===== src/rtl/frame_stack_pkg.sv =====
// Processor constants shared by the frame stack.
// Frame geometry and the restore FSM encoding.
package frame_stack_pkg;

  localparam int REG_W = 16;
  localparam int NUM_SAVED = 15;
  localparam int FRAME_W = REG_W * NUM_SAVED;
  localparam int DEPTH = 16;
  localparam int PTR_W = 4;

  typedef enum logic {
    IDLE    = 1'b0,
    RESTORE = 1'b1
  } fsState_e;

endpackage


===== src/rtl/frame_stack_mem.sv =====
// Frame storage: single-port RAM, synchronous write,
// registered read (read-before-write on a shared address).
module frame_stack_mem #(
  parameter int FRAME_W = frame_stack_pkg::FRAME_W,
  parameter int DEPTH = frame_stack_pkg::DEPTH,
  parameter int PTR_W = frame_stack_pkg::PTR_W
) (
  input  logic               clk,
  input  logic               reset,
  input  logic               we,
  input  logic               re,
  input  logic [PTR_W-1:0]   addr,
  input  logic [FRAME_W-1:0] wData,
  output logic [FRAME_W-1:0] rData
);

  logic [FRAME_W-1:0] mem [DEPTH];

  // Array write; contents survive reset
  always_ff @(posedge clk) begin
    if (we) begin
      mem[addr] <= wData;
    end
  end

  // Read register sees the old word when writing the same slot
  always_ff @(posedge clk) begin
    if (reset) begin
      rData <= '0;
    end else if (re) begin
      rData <= mem[addr];
    end
  end

endmodule


===== src/rtl/frame_stack.sv =====
// Call-frame stack beside the register file.
// Saves frames on call, restores the top frame on return.
module frame_stack #(
  parameter int FRAME_W = frame_stack_pkg::FRAME_W,
  parameter int DEPTH = frame_stack_pkg::DEPTH,
  parameter int PTR_W = frame_stack_pkg::PTR_W
) (
  input  logic               clk,
  input  logic               reset,
  input  logic               push,
  input  logic               pop,
  input  logic [FRAME_W-1:0] frame_in,
  input  logic               clear_err,
  output logic [FRAME_W-1:0] frame_out,
  output logic               restore,
  output logic [PTR_W:0]     count,
  output logic               full,
  output logic               empty,
  output logic               overflow,
  output logic               underflow
);

  import frame_stack_pkg::*;

  fsState_e state;
  fsState_e stateNext;

  logic popOk;
  logic pushOk;
  logic ovSet;
  logic unSet;
  logic [PTR_W-1:0] lowCnt;
  logic [PTR_W-1:0] addr;

  assign full = (count == (PTR_W+1)'(DEPTH));
  assign empty = (count == '0);

  assign popOk = pop && !empty;
  assign pushOk = push && (!full || popOk);
  assign ovSet = push && full && !popOk;
  assign unSet = pop && empty;

  assign lowCnt = count[PTR_W-1:0];
  assign addr = popOk ? lowCnt - PTR_W'(1) : lowCnt;

  frame_stack_mem #(
    .FRAME_W(FRAME_W),
    .DEPTH(DEPTH),
    .PTR_W(PTR_W)
  ) uMem (
    .clk(clk),
    .reset(reset),
    .we(pushOk && !reset),
    .re(popOk),
    .addr(addr),
    .wData(frame_in),
    .rData(frame_out)
  );

  // Occupancy: a tail call leaves it unchanged
  always_ff @(posedge clk) begin
    if (reset) begin
      count <= '0;
    end else if (pushOk && !popOk) begin
      count <= count + (PTR_W+1)'(1);
    end else if (popOk && !pushOk) begin
      count <= count - (PTR_W+1)'(1);
    end
  end

  // Sticky errors; a fresh error beats clear_err
  always_ff @(posedge clk) begin
    if (reset) begin
      overflow <= 1'b0;
      underflow <= 1'b0;
    end else begin
      if (ovSet) begin
        overflow <= 1'b1;
      end else if (clear_err) begin
        overflow <= 1'b0;
      end
      if (unSet) begin
        underflow <= 1'b1;
      end else if (clear_err) begin
        underflow <= 1'b0;
      end
    end
  end

  // Restore FSM state register
  always_ff @(posedge clk) begin
    if (reset) begin
      state <= IDLE;
    end else begin
      state <= stateNext;
    end
  end

  // Every accepted pop lands in RESTORE for one cycle
  always_comb begin
    stateNext = IDLE;
    restore = (state == RESTORE);
    unique case (state)
      IDLE:    stateNext = popOk ? RESTORE : IDLE;
      RESTORE: stateNext = popOk ? RESTORE : IDLE;
      default: stateNext = IDLE;
    endcase
  end

endmodule


===== config.mk =====
export PLATFORM = sky130hd
export DESIGN_NAME = frame_stack
export DESIGN_NICKNAME = d
export VERILOG_FILES = /design/src/rtl/frame_stack_pkg.sv /design/src/rtl/frame_stack_mem.sv /design/src/rtl/frame_stack.sv
export SDC_FILE = /design/constraint.sdc
export NUM_CORES = 2
export LEC_CHECK = 0
export CORE_ASPECT_RATIO = 1.4
export CORE_MARGIN = 8
export CORE_UTILIZATION = 60
export DETAILED_ROUTE_END_ITERATION = 6
export GPL_ROUTABILITY_DRIVEN = 1
export PLACE_DENSITY_LB_ADDON = 0.1
export SYNTH_ARGS = -nofsm -noshare
export SYNTH_HDL_FRONTEND = slang
export SYNTH_SLANG_ARGS = --single-unit

===== constraint.sdc =====
create_clock -name clk -period 24.4 [get_ports clk]
set_input_delay 6.1 -clock clk [delete_from_list [all_inputs] [get_ports clk]]
set_output_delay 6.1 -clock clk [all_outputs]
set_load 0.02 [all_outputs]

; ---- Yosys cells after proc, flatten, opt, wreduce, memory -nomap -nowiden
; Memory sizes are Yosys's and may differ from the RTL's. A register that Yosys moved wholly into a read port is not among the register bits.
; Cells that the tools add are included.
[classes]
add_sub_neg = 3
eq_ne = 1
reduce_logical = 18
mux = 9
[op_table]
columns = op, n
row1 = $mux W5, 2
row2 = $logic_and A1 B1 Y1, 8
row3 = $mux W1, 6
row4 = $reduce_bool A2 Y1, 3
row5 = $add A5 B1 Y5 const B, 1
row6 = $eq A5 B5 Y1 const B, 1
row7 = $logic_not A1 Y1, 5
row8 = $logic_not A5 Y1, 1
row9 = $sub A5 B1 Y5 const B, 1
row10 = $mux W4, 1
row11 = $sub A4 B1 Y4 const B, 1
row12 = $logic_or A1 B1 Y1, 1
[word_totals]
output_inout_bits = 250
register_bits = 8
in_bits = 245
mem_bits_rw = 3840
mem_count = 1
wordCells = 36
[mem_list]
columns = memory, depth, width, read_ports, rd_ports_with_merged_regs, write_ports, line_no
row1 = uMem.mem, 16, 240, 1, 1, 1, frame_stack_mem.sv:17  ; logic [FRAME_W-1:0] mem [DEPTH];

; ---- Depth between registers and ports, before layout
[logic_depth]
depth_word = 9
depth_mapped = 25
ltp_nobuf = 15

; ---- Modules after synthesis
; A second synthesis with hierarchy kept.
[unflattened]
cells_unflattened = 8140
area_unflattened_um2 = 154031.5
[by_module_without_submodules]
columns = mod, area_per_inst_um2, cells_per_inst, n_inst, seq_area_each_um2
row1 = frame_stack_mem, 153450.9, 8073, 1, 120115.2
row2 = frame_stack, 580.6, 67, 1, 160.2

; ---- Worst setup path after synthesis
; OpenSTA, ideal clock, no wires.
[synth_timing]
path_type = input -> register
start = in pop
end = mem uMem.mem[2][0] (netlist name), enable pin
required_ns = 23.554
setup_slack_ns = 6.346
path_stages = 9
arrival_ns = 17.208
path_cell_list = inv_2 -> nor2_8 -> inv_2 -> buf_4 -> buf_4 -> buf_2 -> nor3_1 -> o21ai_0 -> nor2_1
[synth_between]
elab_chain_cells = 6
elab_cells_between_ends = 7
[synth_lines]
columns = item, line_no
row1 = start: declaration, frame_stack.sv:11  ; input logic pop,
row2 = $logic_and A1 B1 Y1 *, frame_stack.sv:38  ; assign popOk = pop && !empty;
row3 = $logic_or A1 B1 Y1, frame_stack.sv:39  ; assign pushOk = push && (!full || popOk);
row4 = $logic_and A1 B1 Y1, frame_stack.sv:39
row5 = $logic_and A1 B1 Y1, frame_stack.sv:53  ; .we(pushOk && !reset),
row6 = $mux W1, frame_stack_mem.sv:21  ; if (we) begin
row7 = $mux W1 (not written as such), frame_stack_mem.sv:22  ; mem[addr] <= wData;
row8 = end: declaration, frame_stack_mem.sv:17
; Mark *: on every way between the ends. The rest lies on a longest branch, timed or not.

; ---- Worst setup path in the final report
[layout_timing]
start = in pop
end = mem uMem.mem[6][58] (netlist name), enable pin
; The elaborated chain is that of the path after synthesis.

==> qor.csv <==
stage,metric,value,unit
grt,met1_usage,39.2,%
final_layout,syn2layout_area_growth,12.6,%
clocking,clk_latency,0.89,ns
placement,dp.final_hpwl,225000,um
timing,maxSlewViolCount,0,
grt,antenna_found_initial,65,
clocking,cts_setup_buffers,0,
setup_path,cp_max_fo,118,
timing,skew,0.0417,ns
placement,port-buffer-count,494,
timing,finalSetupTns,0,ns
final_layout,fillers,17558,
floorplan,fp.dieH,638,um
synthesis,synth_edf_count,3840,
synthesis,synth_nets,8758,
setup_path,cp-end-kind,flip-flop,
grt,use_met3,5.54,%
placement,place_area,0.175,mm^2
power_and_ir_drop,switching_share,30.9,%
synthesis,ys_types,69,
hold_path,hold_class,reg2reg,
setup_path,start_kind,input pin,
synthesis,yosysWarnings,0,
route,wirelength,433000,um
power_and_ir_drop,p_switching,6420,uW
clocking,cts-hold-fix-buffers,0,
timing,relSlewSlack,10.8,%
power_and_ir_drop,peakVddDrop,0.131,mV
final_layout,final_common_cell,edfxtp_1,
grt,grt_max_degree,125,
route,drt_iter0_markers,10086,
synthesis,avgSynthCellArea,19.5,um^2
final_layout,fin_area,0.187,mm^2
grt,grt_util_met2,48.1,%
floorplan,dieArea,0.294,mm^2
power_and_ir_drop,leakage,0.0586,uW
route,firstDrtPassIters,7,
grt,grt-ovfl-total,0,
flow_run,max_cap_violations,0,
grt,grt_pass1_wl,627000,um
power_and_ir_drop,power.density,111,mW/mm^2
route,drt-vias-per-instance,6.90,
synthesis,synth-seq-cells,4088,
setup_path,critical_path_class,in2reg,
final_layout,drive_gt1_share,18.6,%
route,ant_nets,0,
timing,period_share,49.4,%
floorplan,initial_utilization,60.3,%
final_layout,final_cell_mix,"edfxtp_1 (3840), mux2i_1 (1048), mux4_2 (875), clkdlybuf4s50_1 (493), a21oi_1 (411)",
outcome,failed_checks,DRC,
clocking,clockBufferDepth,4,
setup_path,arrival,12.54,ns
timing,tightestPinTransition,1.34,ns
route,wl_per_cell,33.5,um
power_and_ir_drop,p_seq_share,41.3,%
setup_path,cp_slowest_cell,nor2_4,
setup_path,r2r_start,count[1],
timing,fmax,0.0830,GHz
timing,rsz0062_at_grt,no,
synthesis,synthArstFlopShare,0,%
clocking,ctsResizeCount,0,
clocking,numCtsBuffers,376,
power_and_ir_drop,pwr-share-comb,30.2,%
synthesis,synth_area,0.166,mm^2
setup_path,slowest_delay,0.91,ns
outcome,status,"finished, violations left",
floorplan,core,0.275,mm^2
setup_path,crit_required,24.89,ns
timing,min_period,12.05,ns
grt,grtUsageTotal,28.8,%
power_and_ir_drop,p_int,14400,uW
setup_path,crit_top_cell,buf_4,
clocking,cts_sinks,4088,
power_and_ir_drop,clkPwrFrac,28.5,%
hold_path,min-delay-start,uMem.rData[5],
route,route.detailed.drc,3,
clocking,clock-root-buffer,clkbuf_16,
route,num_vias,89418,
setup_path,crit_chain,"clkdlybuf4s50_1, buf_4, inv_2, nor2_8, buf_4, inv_8, nor3_1, o21ai_0, buf_4, nor2_4, buf_12, buf_4",
grt,top_usage_layer,met2,
final_layout,fin_nets,9182,
timing,timing.final.hold_violations,0,
floorplan,die_w,461,um
synthesis,synth_seq_area_share,72.4,%
timing,finalSetupViolations,0,
setup_path,cp-startpoint,pop,
floorplan,rows,228,
floorplan,pin_count,495,
clocking,cts_max_level,5,
clocking,cts_tree,yes,
synthesis,syn_inst,8506,
grt,grt_pass1_vias,92156,
synthesis,synth_top_flop_cell,edfxtp_1,
placement,place.gp.congestion,0.766,
clocking,clkTransAtPathRegs,0.06,ns
## Yosys cell counts (12+ instances only)
cell,instances,area [um^2]
nor2_1,112,420
a211oi_1,14,105
buf_4,25,188
a22o_1,53,464
o32ai_1,116,1020
a222oi_1,39,390
o21ai_1,21,105
o21bai_1,163,1220
o31ai_1,64,480
nor3_1,49,245
a21o_1,34,255
o21ai_0,133,666
a2111o_1,18,203
mux4_2,875,19700
buf_6,23,259
buf_1,23,86.3
mux2i_1,1048,10500
clkbuf_1,324,1220
buf_2,226,1130
a221o_1,117,1170
edfxtp_1,3840,115000
or3_1,32,200
nand3_1,75,375
mux2_2,83,935
a21oi_1,411,2060
a2111oi_0,12,105
a211o_1,57,499
nand2_1,64,240
a22oi_1,49,368
dfxtp_1,248,4960
a31oi_1,75,469
## final cells by class
cell class	instances	area (um^2)	share of cell area (%)
Antenna cell	32	80.1	0.0428
Inverter	9	51.3	0.0274
Clock inverter	156	1690	0.902
Timing Repair Buffer	667	6490	3.47
Clock buffer	534	10700	5.70
Sequential cell	4088	120000	64.3
Multi-Input combinational cell	3788	43100	23.1
Tap cell	3680	4600	2.46
## power by group through the flow
stage	logic (uW)	clock network, uW	registers (uW)
floorplan	4230	0	8830
global placement	6200	0	8690
detailed placement	6290	0	8720
CTS	6320	5980	8580
global route	6630	6240	8620
finish	6270	5910	8590
## final timing paths
path,endpoint,slack [ns],cells past startpoint
worst max-delay path,uMem.mem[6][58],12.35,12
worst min-delay path,uMem.rData[5],0.54,2
worst max register to register,uMem.mem[6][58],16.73,13
worst min register to register,uMem.rData[5],0.54,2
## worst max-delay path: cells and delay by family
kind	cells	cell delay, ns
and+or+nand+nor	3	1.81
buffers and inverters	8	3.92
AOI/OAI and AO/OA	1	0.17
## cells by family after synthesis
family	Yosys count	synth area share [%]
DFF	4088	72.4
muxes	2006	18.7
AOI/OAI and AO/OA	1411	5.97
buffers and inverters	630	1.76
and+or+nand+nor	361	1.02
adders and majority gates	7	0.0573
xor gates and xnor gates	3	0.0158
## sequential cells by signal (all words and copies together), names as in the netlist
signal      cells
uMem.mem     3840
uMem.rData    240
count           5
overflow        1
restore         1
underflow       1
## metrics by stage
stage	power, uW	worst slack (ns)	utilization [%]	hold WS (ns)	instances
after floorplan	13100	6.35	-	0.581	8506
after global placement	14900	11.61	63.4	0.525	12232
after detailed placement	15000	11.57	63.4	0.535	12232
after CTS	20900	12.52	67.9	0.543	12922
after global routing	21500	12.24	67.9	0.562	12936
final	20800	12.35	67.9	0.539	12954
## per-layer routing
metal  wire length [um]  up-vias
li1                   -    36590
met1             166000    47639
met2             214000     4373
met3              39500      776
met4              13600       40
met5                266        -
Power figures use the tool's default switching activity.
